<file path="config.mk">
export PLATFORM = sky130hd
export DESIGN_NAME = counter_tmr_down_flat
export DESIGN_NICKNAME = d
export VERILOG_FILES = /design/src/rtl/counter_tmr_down_if.sv /design/src/rtl/counter_tmr_down.sv /design/src/flat_wrapper.sv
export SDC_FILE = /design/constraint.sdc
export NUM_CORES = 1
export LEC_CHECK = 0
export ABC_AREA = 1
export CORE_ASPECT_RATIO = 1.25
export CORE_MARGIN = 1
export CORE_UTILIZATION = 40
export CTS_BUF_LIST = sky130_fd_sc_hd__clkbuf_8
export CTS_CLUSTER_DIAMETER = 200
export DETAILED_ROUTE_END_ITERATION = 16
export PLACE_DENSITY = 0.68
export SLEW_MARGIN = 40
export SYNTH_ARGS = -nofsm -noshare
export SYNTH_HDL_FRONTEND = slang
export SYNTH_SLANG_ARGS = --single-unit
</file>
<file path="constraint.sdc">
create_clock -name clk -period 1.81 [get_ports clk]
set_clock_uncertainty 0.05 [all_clocks]
set_input_delay 0.2715 -clock clk [delete_from_list [all_inputs] [get_ports clk]]
set_output_delay 0.2715 -clock clk [all_outputs]
set_load 0.1 [all_outputs]
</file>
<file path="src/rtl/counter_tmr_down_if.sv">
`default_nettype none
// ============================================================================
// Module   : counter_tmr_down_if
// Purpose  : Control/status bundle for the minutes:seconds countdown timer.
//            The "master" side drives the controls and presets; the "slave"
//            side (the timer) returns the count and status flags.
// Signals  : i_Tick, i_Load, i_Min_Set[DW], i_Sec_Set[DW], i_Start_Stop,
//            i_Clear                                  (master -> slave)
//            o_sec[DW], o_min[DW], o_running, o_borrow,
//            o_expire, o_done                         (slave -> master)
// Revision : 1.0 - initial release
// ============================================================================
interface counter_tmr_down_if #(
  parameter int DW = 6
);
  logic          i_Tick;
  logic          i_Load;
  logic [DW-1:0] i_Min_Set;
  logic [DW-1:0] i_Sec_Set;
  logic          i_Start_Stop;
  logic          i_Clear;
  logic [DW-1:0] o_sec;
  logic [DW-1:0] o_min;
  logic          o_running;
  logic          o_borrow;
  logic          o_expire;
  logic          o_done;

  modport master (
    output i_Tick, i_Load, i_Min_Set, i_Sec_Set, i_Start_Stop, i_Clear,
    input  o_sec, o_min, o_running, o_borrow, o_expire, o_done
  );

  modport slave (
    input  i_Tick, i_Load, i_Min_Set, i_Sec_Set, i_Start_Stop, i_Clear,
    output o_sec, o_min, o_running, o_borrow, o_expire, o_done
  );
endinterface
`default_nettype wire

</file>
<file path="src/rtl/counter_tmr_down.sv">
`default_nettype none
// ============================================================================
// Module   : counter_tmr_down
// Purpose  : Minutes:seconds countdown timer. Loads a (saturated) preset,
//            decrements once per 1 Hz tick while running, and flags expiry
//            when 00:00 is reached. All outputs are registered.
// Ports    : clk  - system clock
//            rst  - asynchronous, active-low reset
//            bus  - counter_tmr_down_if.slave (controls, presets, count,
//                   running/borrow/expire/done flags)
// Revision : 1.0 - initial release
// ============================================================================
module counter_tmr_down #(
  parameter int SEC_LIMIT = 60,
  parameter int MIN_LIMIT = 60,
  parameter int DW        = 6
) (
  input  wire                     clk,
  input  wire                     rst,
  counter_tmr_down_if.slave       bus
);

  localparam logic [1:0] S_IDLE = 2'd0;
  localparam logic [1:0] S_RUN  = 2'd1;
  localparam logic [1:0] S_HOLD = 2'd2;
  localparam logic [1:0] S_DONE = 2'd3;

  localparam logic [DW-1:0] c_SEC_MAX = DW'(SEC_LIMIT - 1);
  localparam logic [DW-1:0] c_MIN_MAX = DW'(MIN_LIMIT - 1);
  localparam logic [DW-1:0] c_ZERO    = '0;
  localparam logic [DW-1:0] c_ONE     = DW'(1);

  logic [1:0]    r_state;
  logic [DW-1:0] r_sec;
  logic [DW-1:0] r_min;
  logic          r_borrow;
  logic          r_expire;

  logic [1:0]    w_state_nxt;
  logic [DW-1:0] w_sec_nxt;
  logic [DW-1:0] w_min_nxt;
  logic          w_borrow_nxt;
  logic          w_expire_nxt;
  logic          w_is_zero;

  assign w_is_zero = (r_sec == c_ZERO) && (r_min == c_ZERO);

  // State and datapath registers
  always_ff @(posedge clk or negedge rst) begin
    if (!rst) begin
      r_state  <= S_IDLE;
      r_sec    <= c_ZERO;
      r_min    <= c_ZERO;
      r_borrow <= 1'b0;
      r_expire <= 1'b0;
    end else begin
      r_state  <= w_state_nxt;
      r_sec    <= w_sec_nxt;
      r_min    <= w_min_nxt;
      r_borrow <= w_borrow_nxt;
      r_expire <= w_expire_nxt;
    end
  end

  // Next-state / next-count logic. Clear beats load beats FSM activity;
  // pulses default low so they last exactly one clk.
  always_comb begin
    w_state_nxt  = r_state;
    w_sec_nxt    = r_sec;
    w_min_nxt    = r_min;
    w_borrow_nxt = 1'b0;
    w_expire_nxt = 1'b0;

    if (bus.i_Clear) begin
      w_state_nxt = S_IDLE;
      w_sec_nxt   = c_ZERO;
      w_min_nxt   = c_ZERO;
    end else if (bus.i_Load) begin
      w_state_nxt = S_IDLE;
      w_min_nxt   = (bus.i_Min_Set > c_MIN_MAX) ? c_MIN_MAX : bus.i_Min_Set;
      w_sec_nxt   = (bus.i_Sec_Set > c_SEC_MAX) ? c_SEC_MAX : bus.i_Sec_Set;
    end else begin
      case (r_state)
        S_IDLE: begin
          // Starting from 00:00 is a no-op: nothing to count down.
          if (bus.i_Start_Stop && !w_is_zero) begin
            w_state_nxt = S_RUN;
          end
        end
        S_RUN: begin
          // Stopping takes precedence over a coincident tick.
          if (!bus.i_Start_Stop) begin
            w_state_nxt = S_HOLD;
          end else if (bus.i_Tick) begin
            if (r_sec != c_ZERO) begin
              w_sec_nxt = r_sec - c_ONE;
              if ((r_sec == c_ONE) && (r_min == c_ZERO)) begin
                w_state_nxt  = S_DONE;
                w_expire_nxt = 1'b1;
              end
            end else if (r_min != c_ZERO) begin
              w_sec_nxt    = c_SEC_MAX;
              w_min_nxt    = r_min - c_ONE;
              w_borrow_nxt = 1'b1;
            end
          end
        end
        S_HOLD: begin
          // Ticks are ignored here, including one in the resume cycle.
          if (bus.i_Start_Stop) begin
            w_state_nxt = S_RUN;
          end
        end
        S_DONE: begin
          w_state_nxt = S_DONE;
        end
        default: begin
          w_state_nxt = S_IDLE;
        end
      endcase
    end
  end

  // Outputs decoded straight from registers only
  always_comb begin
    bus.o_sec     = r_sec;
    bus.o_min     = r_min;
    bus.o_running = (r_state == S_RUN);
    bus.o_done    = (r_state == S_DONE);
    bus.o_borrow  = r_borrow;
    bus.o_expire  = r_expire;
  end

endmodule
`default_nettype wire

</file>
<file path="src/flat_wrapper.sv">
// flat-port wrapper written by rule: the top's interface ports become plain ports
module counter_tmr_down_flat 
#(
  parameter int SEC_LIMIT = 60,
  parameter int MIN_LIMIT = 60,
  parameter int DW        = 6
)
  (clk, rst, bus_i_Tick, bus_i_Load, bus_i_Min_Set, bus_i_Sec_Set, bus_i_Start_Stop, bus_i_Clear, bus_o_sec, bus_o_min, bus_o_running, bus_o_borrow, bus_o_expire, bus_o_done);
  counter_tmr_down_if #(.DW(DW)) bus_i ();
  input  wire clk;
  input  wire rst;
  input wire logic [$bits(bus_i.i_Tick)-1:0] bus_i_Tick;
  input wire logic [$bits(bus_i.i_Load)-1:0] bus_i_Load;
  input wire logic [$bits(bus_i.i_Min_Set)-1:0] bus_i_Min_Set;
  input wire logic [$bits(bus_i.i_Sec_Set)-1:0] bus_i_Sec_Set;
  input wire logic [$bits(bus_i.i_Start_Stop)-1:0] bus_i_Start_Stop;
  input wire logic [$bits(bus_i.i_Clear)-1:0] bus_i_Clear;
  output wire logic [$bits(bus_i.o_sec)-1:0] bus_o_sec;
  output wire logic [$bits(bus_i.o_min)-1:0] bus_o_min;
  output wire logic [$bits(bus_i.o_running)-1:0] bus_o_running;
  output wire logic [$bits(bus_i.o_borrow)-1:0] bus_o_borrow;
  output wire logic [$bits(bus_i.o_expire)-1:0] bus_o_expire;
  output wire logic [$bits(bus_i.o_done)-1:0] bus_o_done;
  assign bus_i.i_Tick = bus_i_Tick;
  assign bus_i.i_Load = bus_i_Load;
  assign bus_i.i_Min_Set = bus_i_Min_Set;
  assign bus_i.i_Sec_Set = bus_i_Sec_Set;
  assign bus_i.i_Start_Stop = bus_i_Start_Stop;
  assign bus_i.i_Clear = bus_i_Clear;
  assign bus_o_sec = bus_i.o_sec;
  assign bus_o_min = bus_i.o_min;
  assign bus_o_running = bus_i.o_running;
  assign bus_o_borrow = bus_i.o_borrow;
  assign bus_o_expire = bus_i.o_expire;
  assign bus_o_done = bus_i.o_done;
  counter_tmr_down #(.SEC_LIMIT(SEC_LIMIT), .MIN_LIMIT(MIN_LIMIT), .DW(DW)) u_core (.clk(clk), .rst(rst), .bus(bus_i));
endmodule
</file>
==> out/results.ini, run 1 <==
[timing]
worst_pin_slew_ns = 0.374
min_period_over_period = 0.932
finalMaxSlewViolations = 0
rsz0062_at_grt = false
setup_tns_ns = 0
setup_viol = 0
period_needed_ns = 1.69
clock.fmax_mhz = 593
hold_violations = 0
relSlewSlack = 0.750

[drt]
drtAntennaViolNets = 0
remaining_drc_errors = 0
avgViaCountPerCell = 4.90
via_count = 1275
wl_per_cell_um = 11.5
routed_wl_um = 3000
first_pass_iters = 4
drt_iter0_markers = 25

[grt]
grt_pass1_vias = 1190
grt_pass1_wl_um = 5130
grt_use_total = 0.201
antenna_found_initial = 0
overflow = 0
grt_max_degree = 17

[synthesis]
synth-seq-cells = 16
seq_area_frac_synth = 0.310
synth_cells = 186
synthesis.nets = 209
netlist_area_um2 = 1290
synth_area_leader_cell = dfrtp_1
ys_top_cells_by_area = dfrtp_1, nand2_1, nand3_1, nor2_1, inv_1
yosys_warnings = 0
yosysUniqueCellTypes = 28
synth.avg_cell_area_um2 = 6.94
yosysTopAreaCellShare = 0.310

[clock_network]
cts_tree = done
cts_sinks = 16
h-tree-depth = 1
cts_buffer_depth = 2
post_cts_buffers = 0
hold_buffers = 0
cts_root_buffer = clkbuf_8
clock_latency_ns = 0.25
post_cts_resize_count = 0
path_clk_slew_ns = 0.07
numCtsBuffers = 3

[placement]
hpwl_um = 2470
dpl.cell_count = 256
gp_congestion = 0.796
dpl_cell_area_um2 = 1850
portBuffers = 33

[worst_hold_path]
worstHoldPathType = in -> async

[finish]
drive_above_1_share = 0.263
final_area_um2 = 1900
fin_util = 0.635
area.growth.synth_to_final_pct = 47.5
final_cell_count_no_fill = 260
nets = 248
num_antenna_cells = 0

[floorplan]
fp.dieH_um = 65.5
row_count = 22
die_area_um2 = 3460
start_util = 0.430
core_area_um2 = 3000
die_w_um = 52.8
ios = 34

[outcome]
status = finished, final reports clean

[worst_setup_path]
end_kind = register
arrival_ns = 1.77
critPathKind = reg -> reg
worst_setup_path_start_kind = register
crit_required_ns = 1.89
worstPathMaxFanout = 7
reg2reg_setup_slack_ns = 0.12

[flow_run]
drv_cap = 0

[power_and_ir_drop]
max-vdd-ir-drop_v = 0.000692
p_per_area_nw_per_um2 = 821
p_leak_nw = 0.868
finalPower_mw = 1.56

[final timing paths]
path | startpoint | end | cells past startpoint
worst max-delay path | u_core.bus.o_sec[0]$_DFFE_PN0P_ | u_core.bus.o_min[4]$_DFFE_PN0P_ | 9
worst min-delay path | rst | u_core.bus.o_sec[5]$_DFFE_PN0P_ | 2
worst max register to register | u_core.bus.o_sec[0]$_DFFE_PN0P_ | u_core.bus.o_min[4]$_DFFE_PN0P_ | 9
worst min register to register | u_core.r_state[0]$_DFFE_PN0P_ | u_core.r_state[0]$_DFFE_PN0P_ | 2
max in group asynchronous | rst | u_core.bus.o_min[4]$_DFFE_PN0P_ | 2
min in group clk | u_core.r_state[0]$_DFFE_PN0P_ | u_core.r_state[0]$_DFFE_PN0P_ | 2
[where the power goes]
group	internal, mW	switching (mW)	leakage [nW]
logic	0.285	0.495	0.645
registers	0.401	0.0646	0.194
clock network	0.193	0.124	0.0288
total	0.879	0.684	0.868
[registers in the layout, indices dropped and copies added, names as in the netlist]
signal               cells
u_core.r_state           2
u_core.bus.o_sec         6
u_core.bus.o_min         6
u_core.bus.o_borrow      1
u_core.bus.o_expire      1
[metal layers]
metal | up-vias | GRT usage | routed length (um)
li1 | 670 | - | -
met1 | 581 | 0.245 | 1350
met2 | 22 | 0.347 | 1540
met3 | 2 | 0.0231 | 85
met4 | 0 | 0.0855 | 25
met5 | - | 0 | 0
[through the flow]
stage,setup WS (ns),hold slack [ns]
2_1_floorplan,0.0274,-0.0741
4_1_cts,0.107,0.303
6_report,0.124,0.297
3_3_place_gp,0.0297,0.457
5_1_grt,0.00288,0.338
3_5_place_dp,-0.0367,0.464
[cells by family after synthesis]
family | Yosys count | synth area share
and+or+nand+nor | 110 | 0.412
AOI/OAI and AO/OA | 26 | 0.116
DFF | 16 | 0.310
xor gates and xnor gates | 2 | 0.0136
buffers and inverters | 27 | 0.0998
adders and majority gates | 5 | 0.0484
[cells in the mapped netlist]
library cell / number
nand4_1: 2
o21ai_0: 10
nand2_4: 2
nand3b_1: 1
o21ai_2: 4
ha_1: 5
xnor2_1: 2
o21ai_1: 3
a21oi_1: 7
buf_4: 1
clkinv_8: 1
nor2_4: 3
o211ai_1: 1
inv_4: 1
nand3_2: 1
inv_2: 2
nand3_1: 20
buf_6: 1
a22oi_1: 1
buf_2: 1
nand2_2: 5
nand2_1: 44
dfrtp_1: 16
nor2_8: 1
inv_1: 20
nor2_2: 4
nor2_1: 25
nor3_1: 2
[critical path: stages, from the launching register on]
cell and delay [ns]:
dfrtp_4 0.52, inv_1 0.17, ha_1 0.22, nand2_2 0.08, nor2_4 0.12, nand3_2 0.12, nand2_4 0.13, inv_4 0.06
nand2_1 0.05, o21ai_1 0.06
[cell usage in the layout (no fill, tap or decap), drive strengths merged]
master / instances
clkdlybuf4s50: 17
clkbuf: 4
nor2: 33
a22oi: 1
a21oi: 7
buf: 20
nand2: 51
nand4: 2
o211ai: 1
inv: 23
dfrtp: 16
nand3: 21
o21ai: 17
nor3: 2
nand3b: 1
clkinv: 1
ha: 5
xnor2: 2
[cell type report]
| cell class | count | area [um^2] |
|---|---|---|
| Sequential cell | 16 | 417 |
| Multi-Input combinational cell | 143 | 762 |
| Clock buffer | 4 | 55.1 |
| Inverter | 24 | 105 |
| Fill cell | 292 | 1100 |
| Tap cell | 36 | 45.0 |
| Timing Repair Buffer | 37 | 520 |
No activity file was read; power rests on OpenSTA's default activity.
==> inputs of run 2 (changes only) <==
ABC_CLOCK_PERIOD_IN_PS = 1810   (was default)
CELL_PAD_IN_SITES_DETAIL_PLACEMENT = 1   (was default)
CELL_PAD_IN_SITES_GLOBAL_PLACEMENT = 2   (was default)
CORE_UTILIZATION = 27   (was 40)
PLACE_DENSITY = default   (was 0.68)
PLACE_DENSITY_LB_ADDON = 0.1   (was default)
==> out/results.ini, run 2 (synthesis gave the netlist of run 1 again) <==
[finish]
drive_above_1_share = 0.273
multi_input_area_um2 = 762
nets = 251
register_area_um2 = 417
area.growth.synth_to_final_pct = 51.4
num_antenna_cells = 0
final_common_cell = nand2_1
fill_cells = 568
final_cell_count_no_fill = 285
final_cell_mix = nand2_1, nor2_1, inv_1, nand3_1, clkdlybuf4s50_1

[timing]
worst_pin_slew_ns = 0.304
hold_violations = 0
period_needed_ns = 1.62
finalMaxSlewViolations = 0
relSlewSlack = 0.796
rsz0062_at_grt = false
min_period_over_period = 0.896
setup_viol = 0
clock.fmax_mhz = 617
setup_slack_ns = 0.189

[worst_setup_path]
end_kind = register
r2r_start = u_core.bus.o_sec[0]$_DFFE_PN0P_
r2r_cells = 9
r2r_end = u_core.bus.o_sec[2]$_DFFE_PN0P_
crit_required_ns = 1.91
arrival_ns = 1.72
critPathKind = reg -> reg
worst_setup_path_start_kind = register
worstPathMaxFanout = 4
reg2reg_setup_slack_ns = 0.19
critical-path-slowest-cell = dfrtp_4
path_common_cell = inv_1
cp_cell_sequence = inv_1 > buf_4 > ha_1 > inv_1 > nor2_1 > o21ai_0 > nand2_1 > nand3_1 > o21ai_2
cpPeakStageDelay_ns = 0.45

[clock_network]
cts_sinks = 16
cts_root_buffer = clkbuf_8
numCtsBuffers = 3
post_cts_resize_count = 0
cts_tree = done
h-tree-depth = 1
cts_buffer_depth = 2
path_clk_slew_ns = 0.07
post_cts_buffers = 0
clock_latency_ns = 0.25
hold_buffers = 0

[drt]
first_pass_iters = 4
top_layer_used = met4
met1_length_um = 1600
drt_iter0_markers = 53
wl_met2_um = 2010
routed_wl_um = 3810
via_count = 1351
drtAntennaViolNets = 0
remaining_drc_errors = 0
avgViaCountPerCell = 4.74
dr_wl_met3_um = 123
wl_per_cell_um = 13.4

[placement]
hpwl_um = 3230
dpl.cell_count = 281
dpl_worst_slack_ns = -0.00948
gp_congestion = 0.779
portBuffers = 33

[power_and_ir_drop]
max-vdd-ir-drop_v = 0.000350
p_leak_nw = 0.882
p_per_area_nw_per_um2 = 821
finalPower_mw = 1.60

[floorplan]
row_count = 27
die_area_um2 = 5060
core_area_um2 = 4490
die_w_um = 63.9
ios = 34
fp.dieH_um = 79.3
start_util = 0.287

[grt]
overflow = 0
grt_pass1_vias = 1412
grt_max_degree = 17
grt_pass1_wl_um = 6760
antenna_found_initial = 0
grt_use_total = 0.171

[flow_run]
drv_cap = 0

[outcome]
status = finished, final reports clean

[worst_hold_path]
worstHoldPathType = in -> async

==> run 2: changes by cell type in the layout (fill, tap and decap cells not counted), sizes merged <==
cell / previous run / this run
buf: 20 / 23
==> run 2: cell type report <==
class	count	share of cell area
clock buffer	4	0.0282
inverter	24	0.0538
multi-input combinational	143	0.390
sequential	16	0.213
tap	58	0.0371
timing repair buffer	40	0.278
==> run 2: power by group <==
| group | leakage, nW | total (mW) | internal, mW | switching [mW] |
|---|---|---|---|---|
| combinational | 0.659 | 0.813 | 0.294 | 0.519 |
| clock | 0.0288 | 0.327 | 0.193 | 0.133 |
| sequential | 0.194 | 0.465 | 0.401 | 0.0645 |
| total | 0.882 | 1.60 | 0.888 | 0.717 |
==> run 2: worst max-delay path by stage <==
stage                                                from                               to  slack [ns]  cells past startpoint
final                     u_core.bus.o_sec[0]$_DFFE_PN0P_  u_core.bus.o_sec[2]$_DFFE_PN0P_        0.19                      9
after detailed placement                       bus_i_Load    u_core.r_state[0]$_DFFE_PN0P_      -0.009                      9
after global routing      u_core.bus.o_sec[1]$_DFFE_PN0P_    u_core.r_state[0]$_DFFE_PN0P_        0.03                      9
after floorplan             u_core.r_state[1]$_DFFE_PN0P_  u_core.bus.o_sec[3]$_DFFE_PN0P_        0.03                      8
after global placement                         bus_i_Load    u_core.r_state[0]$_DFFE_PN0P_        0.05                      9
after CTS                 u_core.bus.o_sec[0]$_DFFE_PN0P_  u_core.bus.o_sec[2]$_DFFE_PN0P_        0.16                      9
==> run 2: per-layer routing <==
metal | global-route usage | up-vias
met3 | 0.0158 | 8
li1 | - | 678
met2 | 0.304 | 29
met1 | 0.210 | 636
met4 | 0.0659 | 0
met5 | 0 | -
==> run 2: critical path, delay by kind of cell (launching register included) <==
family | cells | cell delay (ns)
compound gates | 2 | 0.29
fa+ha+maj | 1 | 0.23
buf+inv | 3 | 0.27
flops | 1 | 0.45
simple gates | 3 | 0.21
==> run 2: metrics by stage <==
stage	setup TNS, ns	util	area (um^2)	hold WS, ns
after floorplan	0	-	1310	-0.0741
after global placement	0	0.423	1900	0.457
after detailed placement	-0.00948	0.423	1900	0.476
after CTS	0	0.435	1950	0.304
after global routing	0	0.435	1950	0.330
final	0	0.435	1950	0.300
==> inputs of run 3 (changes only) <==
RECOVER_POWER = 100   (was default)
==> out/results.ini, run 3 (synthesis gave the netlist of run 1 again) <==
[grt]
grt_max_degree = 17
antenna_found_initial = 0
grt_use_total = 0.171
overflow = 0
grt_pass1_vias = 1412
grt_pass1_wl_um = 6760

[clock_network]
cts_root_buffer = clkbuf_8
post_cts_resize_count = 0
cts_sinks = 16
path_clk_slew_ns = 0.07
h-tree-depth = 1
clock_latency_ns = 0.26
numCtsBuffers = 3
cts_tree = done
hold_buffers = 0
post_cts_buffers = 0
cts_buffer_depth = 2

[power_and_ir_drop]
swShare = 0.456
p_leak_nw = 0.858
p_per_area_nw_per_um2 = 852
power.share.sequential = 0.293
p_int_uw = 844
power.switching_uw = 707
max-vdd-ir-drop_v = 0.000342
clkPwrFrac = 0.211
p_comb_frac = 0.495

[worst_setup_path]
arrival_ns = 1.73
critical-path-slowest-cell = dfrtp_2
crit_buf_inv = 2
worst_setup_path_start_kind = register
critPathTopFamily = simple AND/OR/NAND/NOR gates
crit_required_ns = 1.90
critPathKind = reg -> reg
cpPeakStageDelay_ns = 0.44
end_kind = register
cp_cell_sequence = inv_1 > ha_1 > nand2_2 > nor2_2 > nand3_2 > nand2_4 > inv_4 > nand2_1 > o21ai_1
worstPathMaxFanout = 7

[placement]
dpl_worst_slack_ns = -0.00948
portBuffers = 33
dpl_cell_area_um2 = 1900
gp_congestion = 0.779
hpwl_um = 3230

[finish]
num_antenna_cells = 0
area.growth.synth_to_final_pct = 41.1
multi_input_area_um2 = 747
final_area_um2 = 1820
final_common_cell = nand2_1
final_cell_mix = nand2_1, nor2_1, inv_1, nand3_1, clkdlybuf4s50_1
register_area_um2 = 408
fill_cells = 583
nets = 251
drive_above_1_share = 0.229
fin_util = 0.405

[timing]
setup_tns_ns = 0
rsz0062_at_grt = false
clock.fmax_mhz = 607
min_period_over_period = 0.911
hold_violations = 0
setup_viol = 0
finalMaxSlewViolations = 0
whs_ns = 0.484
worst_pin_slew_ns = 0.953
relSlewSlack = 0.365
setup_slack_ns = 0.161
period_needed_ns = 1.65

[floorplan]
die_area_um2 = 5060
ios = 34
core_area_um2 = 4490
fp.dieH_um = 79.3
row_count = 27
die_w_um = 63.9
start_util = 0.287

[drt]
remaining_drc_errors = 0
first_pass_iters = 4
via_count = 1351
drt_iter0_markers = 51
drtAntennaViolNets = 0
avgViaCountPerCell = 4.74
routed_wl_um = 3830
wl_per_cell_um = 13.4

[worst_hold_path]
worstHoldPathType = reg -> reg

[flow_run]
drv_cap = 0

[outcome]
status = finished, final reports clean

-- run 3: cell count changes in the layout (fill, tap and decap cells not counted), sizes merged --
cell | previous run | this run
clkdlybuf4s50 | 17 | 16
clkbuf | 4 | 12
dlygate4sd3 | 0 | 1
buf | 23 | 15
-- run 3: final cells by class --
| type | instances | share of cell area |
|---|---|---|
| Timing Repair Buffer | 40 | 0.238 |
| Multi-Input combinational cell | 143 | 0.410 |
| Inverter | 24 | 0.0577 |
| Tap cell | 58 | 0.0398 |
| Clock buffer | 4 | 0.0302 |
| Sequential cell | 16 | 0.224 |
-- run 3: per-layer routing --
layer	wire length, um	up-vias	track usage
met5	0	-	0
met4	78	0	0.0659
met3	128	8	0.0158
met2	1980	34	0.304
met1	1640	630	0.210
li1	-	679	-
-- run 3: final timing paths --
check | from | end | depth (start not counted) | slack (ns)
worst min register to register | u_core.r_state[0]$_DFFE_PN0P_ | u_core.r_state[0]$_DFFE_PN0P_ | 2 | 0.48
worst max-delay path | u_core.bus.o_sec[1]$_DFFE_PN0P_ | u_core.bus.o_min[4]$_DFFE_PN0P_ | 9 | 0.16
max in group asynchronous | rst | u_core.bus.o_sec[0]$_DFFE_PN0P_ | 2 | 0.38
worst min-delay path | u_core.r_state[0]$_DFFE_PN0P_ | u_core.r_state[0]$_DFFE_PN0P_ | 2 | 0.48
worst max register to register | u_core.bus.o_sec[1]$_DFFE_PN0P_ | u_core.bus.o_min[4]$_DFFE_PN0P_ | 9 | 0.16
min in group asynchronous | rst | u_core.bus.o_min[1]$_DFFE_PN0P_ | 2 | 0.65
-- run 3: power by group through the flow --
| stage | Clock [mW] | Combinational [mW] | Sequential, mW |
|---|---|---|---|
| after CTS | 0.340 | 0.821 | 0.467 |
| after floorplan | 0 | 0.282 | 0.690 |
| final | 0.328 | 0.769 | 0.455 |
| after detailed placement | 0 | 0.817 | 0.473 |
| after global placement | 0 | 0.803 | 0.471 |
| after global routing | 0.348 | 0.829 | 0.465 |
-- run 3: worst min-delay path, stage by stage (launching register included) --
cell and delay [ns]:
dfrtp_1 0.38, nand2_1 0.06, nand2_1 0.06
-- run 3: stage by stage --
| step | std cells | total power [mW] |
|---|---|---|
| final | 285 | 1.55 |
| after floorplan | 186 | 0.972 |
| after CTS | 285 | 1.63 |
| after global routing | 285 | 1.64 |
| after global placement | 281 | 1.27 |
| after detailed placement | 281 | 1.29 |
